`config.mk`:
```
export PLATFORM = sky130hd
export DESIGN_NAME = rv32_decode_stage
export DESIGN_NICKNAME = d
export VERILOG_FILES = /design/src/rtl/rv32_decode_stage.sv
export SDC_FILE = /design/constraint.sdc
export NUM_CORES = 1
export LEC_CHECK = 0
export BUFFER_PORTS_ARGS = -buffer_cell sky130_fd_sc_hd__buf_2
export CORE_MARGIN = 2
export CORE_UTILIZATION = 35
export CTS_BUF_LIST = sky130_fd_sc_hd__clkbuf_4
export DETAILED_ROUTE_END_ITERATION = 10
export GPL_TIMING_DRIVEN = 0
export SYNTH_ARGS = -nofsm -noshare
export SYNTH_HDL_FRONTEND = slang
export SYNTH_SLANG_ARGS = --single-unit
```
`constraint.sdc`:
```
create_clock -name clk -period 5.25 [get_ports clk]
set_clock_uncertainty 0.1 [all_clocks]
set_input_delay 0.2625 -clock clk [delete_from_list [all_inputs] [get_ports clk]]
set_output_delay 0.2625 -clock clk [all_outputs]
set_load 0.05 [all_outputs]
```
`src/rtl/rv32_decode_stage.sv`:
```
// rv32_decode_stage: registered RV32 instruction decode stage for the barrel core.
// Decode is combinational on in_instr; records land in a main output register backed by one skid entry.
module rv32_decode_stage #(
  parameter int XPR_LEN        = 32,
  parameter int HART_CNT_WIDTH = 3
) (
  input  logic                      clk,
  input  logic                      rst,
  input  logic                      flush,
  input  logic                      in_valid,
  output logic                      in_ready,
  input  logic [XPR_LEN-1:0]        in_instr,
  input  logic [XPR_LEN-1:0]        in_pc,
  input  logic [HART_CNT_WIDTH-1:0] in_hart,
  output logic                      out_valid,
  input  logic                      out_ready,
  output logic [5:0]                out_opcode,
  output logic [5:0]                out_type,
  output logic [XPR_LEN-1:0]        out_imm,
  output logic [11:0]               out_csr,
  output logic [4:0]                out_rs1,
  output logic [4:0]                out_rs2,
  output logic [4:0]                out_rd,
  output logic [XPR_LEN-1:0]        out_pc,
  output logic [HART_CNT_WIDTH-1:0] out_hart,
  output logic                      out_illegal
);

  localparam logic [5:0] T_R = 6'b100000, T_I = 6'b010000, T_S = 6'b001000, T_B = 6'b000100,
                         T_U = 6'b000010, T_J = 6'b000001, T_NOP = 6'b000000, T_UNK = 6'b111111;

  localparam logic [5:0] OP_LB = 6'd0, OP_LH = 6'd1, OP_LW = 6'd2, OP_LBU = 6'd3, OP_LHU = 6'd4,
    OP_SB = 6'd5, OP_SH = 6'd6, OP_SW = 6'd7, OP_SLL = 6'd8, OP_SLLI = 6'd9, OP_SRL = 6'd10,
    OP_SRLI = 6'd11, OP_SRA = 6'd12, OP_SRAI = 6'd13, OP_ADD = 6'd14, OP_ADDI = 6'd15,
    OP_SUB = 6'd16, OP_LUI = 6'd17, OP_AUIPC = 6'd18, OP_XOR = 6'd19, OP_XORI = 6'd20,
    OP_OR = 6'd21, OP_ORI = 6'd22, OP_AND = 6'd23, OP_ANDI = 6'd24, OP_SLT = 6'd25,
    OP_SLTI = 6'd26, OP_SLTU = 6'd27, OP_SLTIU = 6'd28, OP_BEQ = 6'd29, OP_BNE = 6'd30,
    OP_BLT = 6'd31, OP_BGE = 6'd32, OP_BLTU = 6'd33, OP_BGEU = 6'd34, OP_JAL = 6'd35,
    OP_JALR = 6'd36, OP_FENCE = 6'd37, OP_FENCEI = 6'd38, OP_CSRRW = 6'd39, OP_CSRRS = 6'd40,
    OP_CSRRC = 6'd41, OP_CSRRWI = 6'd42, OP_CSRRSI = 6'd43, OP_CSRRCI = 6'd44, OP_ECALL = 6'd45,
    OP_EBREAK = 6'd46, OP_ERET = 6'd47, OP_WFI = 6'd48, OP_MRET = 6'd49, OP_NOP = 6'd50,
    OP_UNK = 6'd63;

  typedef struct packed {
    logic [5:0]                opcode;
    logic [5:0]                fmt;
    logic [XPR_LEN-1:0]        imm;
    logic [11:0]               csr;
    logic [4:0]                rs1;
    logic [4:0]                rs2;
    logic [4:0]                rd;
    logic [XPR_LEN-1:0]        pc;
    logic [HART_CNT_WIDTH-1:0] hart;
    logic                      illegal;
  } rec_t;

  logic [2:0]         f3;
  logic [6:0]         f7;
  logic [XPR_LEN-1:0] imm_i, imm_s, imm_b, imm_u, imm_j, imm_sh, imm_z;
  logic [5:0]         raw_op, raw_type;
  logic [XPR_LEN-1:0] raw_imm;
  logic [11:0]        raw_csr;
  logic [4:0]         raw_rs1, raw_rs2, raw_rd;
  logic               is_nop, illegal, accept;
  rec_t               dec, main_rec, skid_rec;
  logic               main_valid, skid_valid;

  assign f3     = in_instr[14:12];
  assign f7     = in_instr[31:25];
  assign imm_i  = {{(XPR_LEN-12){in_instr[31]}}, in_instr[31:20]};
  assign imm_s  = {{(XPR_LEN-12){in_instr[31]}}, in_instr[31:25], in_instr[11:7]};
  assign imm_b  = {{(XPR_LEN-12){in_instr[31]}}, in_instr[7], in_instr[30:25], in_instr[11:8], 1'b0};
  assign imm_u  = {in_instr[31:12], 12'h000};
  assign imm_j  = {{(XPR_LEN-20){in_instr[31]}}, in_instr[19:12], in_instr[20], in_instr[30:21], 1'b0};
  assign imm_sh = {{(XPR_LEN-5){1'b0}}, in_instr[24:20]};
  assign imm_z  = {{(XPR_LEN-5){1'b0}}, in_instr[19:15]};

  // Raw decode: defaults describe an I-format word; each major opcode overrides what differs.
  always_comb begin
    raw_op   = OP_UNK;
    raw_type = T_I;
    raw_imm  = imm_i;
    raw_csr  = 12'h000;
    raw_rs1  = in_instr[19:15];
    raw_rs2  = 5'd0;
    raw_rd   = in_instr[11:7];
    case (in_instr[6:0])
      7'h03: begin
        case (f3)
          3'd0: raw_op = OP_LB;
          3'd1: raw_op = OP_LH;
          3'd2: raw_op = OP_LW;
          3'd4: raw_op = OP_LBU;
          3'd5: raw_op = OP_LHU;
          default: raw_op = OP_UNK;
        endcase
      end
      7'h23: begin
        raw_type = T_S;
        raw_imm  = imm_s;
        raw_rs2  = in_instr[24:20];
        raw_rd   = 5'd0;
        case (f3)
          3'd0: raw_op = OP_SB;
          3'd1: raw_op = OP_SH;
          3'd2: raw_op = OP_SW;
          default: raw_op = OP_UNK;
        endcase
      end
      7'h13: begin
        case (f3)
          3'd0: raw_op = OP_ADDI;
          3'd2: raw_op = OP_SLTI;
          3'd3: raw_op = OP_SLTIU;
          3'd4: raw_op = OP_XORI;
          3'd6: raw_op = OP_ORI;
          3'd7: raw_op = OP_ANDI;
          3'd1: begin
            raw_imm = imm_sh;
            raw_op  = (f7 == 7'h00) ? OP_SLLI : OP_UNK;
          end
          3'd5: begin
            raw_imm = imm_sh;
            raw_op  = (f7 == 7'h00) ? OP_SRLI : ((f7 == 7'h20) ? OP_SRAI : OP_UNK);
          end
          default: raw_op = OP_UNK;
        endcase
      end
      7'h33: begin
        raw_type = T_R;
        raw_imm  = '0;
        raw_rs2  = in_instr[24:20];
        case ({f7, f3})
          10'h000: raw_op = OP_ADD;
          10'h001: raw_op = OP_SLL;
          10'h002: raw_op = OP_SLT;
          10'h003: raw_op = OP_SLTU;
          10'h004: raw_op = OP_XOR;
          10'h005: raw_op = OP_SRL;
          10'h006: raw_op = OP_OR;
          10'h007: raw_op = OP_AND;
          10'h100: raw_op = OP_SUB;
          10'h105: raw_op = OP_SRA;
          default: raw_op = OP_UNK;
        endcase
      end
      7'h37, 7'h17: begin
        raw_type = T_U;
        raw_imm  = imm_u;
        raw_rs1  = 5'd0;
        raw_op   = in_instr[5] ? OP_LUI : OP_AUIPC;
      end
      7'h6F: begin
        raw_type = T_J;
        raw_imm  = imm_j;
        raw_rs1  = 5'd0;
        raw_op   = OP_JAL;
      end
      7'h67: raw_op = (f3 == 3'd0) ? OP_JALR : OP_UNK;
      7'h63: begin
        raw_type = T_B;
        raw_imm  = imm_b;
        raw_rs2  = in_instr[24:20];
        raw_rd   = 5'd0;
        case (f3)
          3'd0: raw_op = OP_BEQ;
          3'd1: raw_op = OP_BNE;
          3'd4: raw_op = OP_BLT;
          3'd5: raw_op = OP_BGE;
          3'd6: raw_op = OP_BLTU;
          3'd7: raw_op = OP_BGEU;
          default: raw_op = OP_UNK;
        endcase
      end
      7'h0F: raw_op = (f3 == 3'd0) ? OP_FENCE : ((f3 == 3'd1) ? OP_FENCEI : OP_UNK);
      7'h73: begin
        // The 12 upper bits of a CSR op are an address, not an immediate, so imm stays 0.
        raw_imm = '0;
        raw_csr = in_instr[31:20];
        case (f3)
          3'd0: begin
            raw_csr = 12'h000;
            case (in_instr)
              32'h0000_0073: raw_op = OP_ECALL;
              32'h0010_0073: raw_op = OP_EBREAK;
              32'h0020_0073: raw_op = OP_ERET;
              32'h1050_0073: raw_op = OP_WFI;
              32'h3020_0073: raw_op = OP_MRET;
              default:       raw_op = OP_UNK;
            endcase
          end
          3'd1: raw_op = OP_CSRRW;
          3'd2: raw_op = OP_CSRRS;
          3'd3: raw_op = OP_CSRRC;
          3'd5: begin raw_op = OP_CSRRWI; raw_imm = imm_z; raw_rs1 = 5'd0; end
          3'd6: begin raw_op = OP_CSRRSI; raw_imm = imm_z; raw_rs1 = 5'd0; end
          3'd7: begin raw_op = OP_CSRRCI; raw_imm = imm_z; raw_rs1 = 5'd0; end
          default: raw_op = OP_UNK;
        endcase
      end
      default: raw_op = OP_UNK;
    endcase
  end

  assign is_nop  = (in_instr == 32'h0000_0013);
  assign illegal = (raw_op == OP_UNK);

  // Record assembly: illegal words keep only pc/hart, the canonical NOP gets all-zero fields.
  always_comb begin
    dec         = '0;
    dec.pc      = in_pc;
    dec.hart    = in_hart;
    dec.illegal = illegal;
    dec.opcode  = is_nop ? OP_NOP : raw_op;
    if (illegal) begin
      dec.fmt = T_UNK;
    end else if (is_nop) begin
      dec.fmt = T_NOP;
    end else begin
      dec.fmt = raw_type;
      dec.imm = raw_imm;
      dec.csr = raw_csr;
      dec.rs1 = raw_rs1;
      dec.rs2 = raw_rs2;
      dec.rd  = raw_rd;
    end
  end

  assign in_ready = !skid_valid;
  assign accept   = in_valid && in_ready;

  // Main/skid storage: skid only fills while main is stalled, and drains into main first.
  always_ff @(posedge clk) begin
    if (rst || flush) begin
      main_valid <= 1'b0;
      skid_valid <= 1'b0;
      main_rec   <= '0;
      skid_rec   <= '0;
    end else if (!main_valid || out_ready) begin
      if (skid_valid) begin
        main_rec   <= skid_rec;
        main_valid <= 1'b1;
        skid_valid <= 1'b0;
      end else if (accept) begin
        main_rec   <= dec;
        main_valid <= 1'b1;
      end else begin
        main_valid <= 1'b0;
      end
    end else if (accept) begin
      skid_rec   <= dec;
      skid_valid <= 1'b1;
    end else begin
      skid_valid <= skid_valid;
    end
  end

  assign out_valid   = main_valid;
  assign out_opcode  = main_rec.opcode;
  assign out_type    = main_rec.fmt;
  assign out_imm     = main_rec.imm;
  assign out_csr     = main_rec.csr;
  assign out_rs1     = main_rec.rs1;
  assign out_rs2     = main_rec.rs2;
  assign out_rd      = main_rec.rd;
  assign out_pc      = main_rec.pc;
  assign out_hart    = main_rec.hart;
  assign out_illegal = main_rec.illegal;

endmodule

```
==> flow_summary.yaml <==
synthesis:
  synth_edf_count: 0
  synthArstFlopShare_pct: 0
  synthesis.instances: 1227
  syn_nets: 1299
  ys_seq_area_share_pct: 43.91
  synthFlopType: "dfxtp_1"
  synth_seq_cells: 216
  synth_cell_types: 64
  netlist_area_mm2: 0.009847
  avgSynthCellArea_um2: 8.025
  ys.warnings.count: 0
sta:
  hold_slack_ns: 0.09793
  worst-slew-pin-transition_ns: 1.346
  hold_violations: 0
  fin_crit_sh_pct: 69.22
  grt_setup_unrepaired: "false"
  relSlewSlack_pct: 9.940
  tns_ns: 0
  maxSlewViolCount: 0
  setup_viol_count_final: 0
  period_needed_ns: 3.634
  max_freq_mhz: 275.2
clock_network:
  clkTransAtPathRegs_ns: 0.07
  cts_sinks: 216
  clock_path_buffers: 3
  numCtsBuffers: 56
  clkLatencyLatePin_ns: 0.68
  post_cts_buffers: 0
  cts_resized: 0
  h-tree-depth: 2
  cts_tree: "done"
  cts_hold_buf: 54
  clockRootBuffer: "clkbuf_4"
place:
  port_buffers: 176
  hpwl_um: 27210
  place_congestion: 0.9369
  placedCellCount: 1781
floorplanning:
  die_h_um: 171.7
  die_w_um: 171.7
  core_mm2: 0.02771
  io_pins: 181
  die-area_mm2: 0.02949
  row_count: 61
  start_util_pct: 35.54
grt:
  grt_max_degree: 16
  grt_usage_pct: 25.09
  grt_pass1_wl_um: 57660
  grt_pass1_vias: 10230
  grt.overflow.total: 0
  grt_antenna_before_repair: 1
power_and_ir_drop:
  ir_drop_uv: 145.4
  power.leakage_nw: 4.537
  power_density_mw_per_mm2: 295.4
  p_sw_mw: 1.109
  power.total_mw: 3.669
  pwr-share-seq_pct: 46.1
  p_int_mw: 2.560
  clkPwrFrac_pct: 39.0
  sw_frac_of_total_pct: 30.22
  comb_power_share_pct: 15.0
finish:
  seq_area_mm2: 0.004324
  instances_no_fill: 1929
  drive_gt1_share_pct: 18.39
  nNetsFinal: 1587
  utilization_pct: 44.83
  syn_to_final_growth_pct: 26.14
  fillCellCount: 2850
  multiInputGateArea_mm2: 0.005001
drt:
  drtIter0Drc: 999
  ant_nets: 0
  first_pass_iters: 9
  avgViaCountPerCell: 5.603
  drc: 0
  wl_per_cell_um: 19.65
  wl_um: 37910
  num_vias: 10810
setup_path:
  worst_setup_path_end_kind: "register"
  worstPathRequired_ns: 5.77
  critPathKind: "in2reg"
  critPathMaxFanout: 10
  cp.arrival_ns: 4.15
  crit_path_start_kind: "input port"
outcome:
  outcome: "finished, final reports clean"
hold_path:
  hold_class: "in2reg"
run:
  cap_viol_max_count: 0
## cells in the final DEF, fill, tap and decap left out, types with 35 or more instances in the layout
master and count:
dfxtp_1 216, buf_2 181, a21oi_1 175, nand2_1 171, clkbuf_1 112, clkbuf_4 86, nor2_1 84, o21ai_0 63
dlygate4sd3_1 54, nand3_1 51, a211oi_1 43, mux2i_1 37, nand4_1 36, a32oi_1 35
## cell type report
class | count | share of cell area (%)
tap | 378 | 3.808
sequential | 216 | 34.81
timing repair buffer | 230 | 11.44
multi-input combinational | 880 | 40.26
antenna | 1 | 0.02015
clock buffer | 86 | 5.198
buffer | 124 | 3.989
inverter | 7 | 0.2115
clock inverter | 7 | 0.2518
## logic make-up (layout without fill, tap and decap cells)
group / after synthesis / in the layout / share of synthesized area (%)
XOR/XNOR: 3 / 3 / 0.2669
other: 0 / 1 / 0
buffers and inverters: 131 / 454 / 5.298
flip-flops: 216 / 216 / 43.91
AND/OR/NAND/NOR: 429 / 429 / 20.51
multiplexers: 37 / 37 / 3.761
AO/OA/AOI/OAI: 411 / 411 / 26.25
## through the flow
step | instance area [um^2] | setup slack [ns]
detailed placement | 11200 | 1.251
finish | 12420 | 1.616
global placement | 11200 | 1.189
CTS | 12420 | 1.735
floorplan | 9847 | 2.259
global route | 12420 | 1.467
## synthesized netlist by cell type, drive strengths merged, types with 8 or more instances
cell type	n	area [um^2]
nand2	171	641.9
nand3	51	255.2
clkbuf	113	425.4
or3	8	55.05
and3	15	98.84
a32o	12	120.1
o22ai	16	118.9
o21ai	64	320.3
a211oi	43	322.8
buf	11	70.06
mux2i	37	370.4
a21oi	175	875.8
a32oi	35	306.5
a31oi	14	93.84
nor2	84	315.3
o211ai	11	82.58
nor4	8	65.06
dfxtp	216	4324
nor3	27	135.1
nand4	36	225.2
## per-layer routing
| layer | part of all wire (%) | global-route usage (%) | vias up | routed length [um] |
|---|---|---|---|---|
| li1 | - | - | 5119 | - |
| met3 | 7.9 | 4.165 | 60 | 2986 |
| met1 | 43 | 33.64 | 5148 | 16410 |
| met4 | 2.3 | 8.769 | 0 | 875 |
| met2 | 47 | 40.82 | 481 | 17640 |
| met5 | 0 | 0 | - | 0 |
## power by group through the flow
stage          logic [mW]  clock network [mW]  registers [mW]
2_1_floorplan       0.218                   0            1.83
3_3_place_gp        0.506                   0            1.73
3_5_place_dp        0.506                   0            1.73
4_1_cts             0.540                1.45            1.69
5_1_grt             0.585                1.53            1.69
6_report            0.549                1.43            1.69
## worst max-delay path: stages
cell and delay, ns:
dlygate4sd3_1 0.53, buf_2 0.21, or4_4 0.59, nor3_1 0.40
a21oi_1 0.21, or4b_4 0.58, a31oi_2 0.63, buf_2 0.36
a32oi_1 0.20, a21oi_1 0.18
## registers in the layout, summed over array words and instances (netlist names)
name / flops
skid_rec: 107
out_pc: 32
out_opcode: 6
out_rd: 5
out_illegal: 1
out_rs1: 5
out_valid: 1
out_csr: 12
out_type: 6
out_rs2: 5
out_hart: 3
out_imm: 32
skid_valid: 1
## worst paths after layout
check / cells past startpoint / slack (ns) / endpoint / from
setup / recovery: 10 / 1.62 / out_rs2[4]$_SDFFE_PP0P_ / in_instr[25]
hold / removal: 5 / 0.1 / out_imm[20]$_SDFFE_PP0P_ / rst
setup reg to reg: 6 / 1.83 / out_rd[1]$_SDFFE_PP0P_ / skid_valid$_SDFFE_PP0P_
hold reg to reg: 2 / 0.35 / out_imm[1]$_SDFFE_PP0P_ / out_imm[1]$_SDFFE_PP0P_
Note: power is estimated with default switching activity, not from simulation.
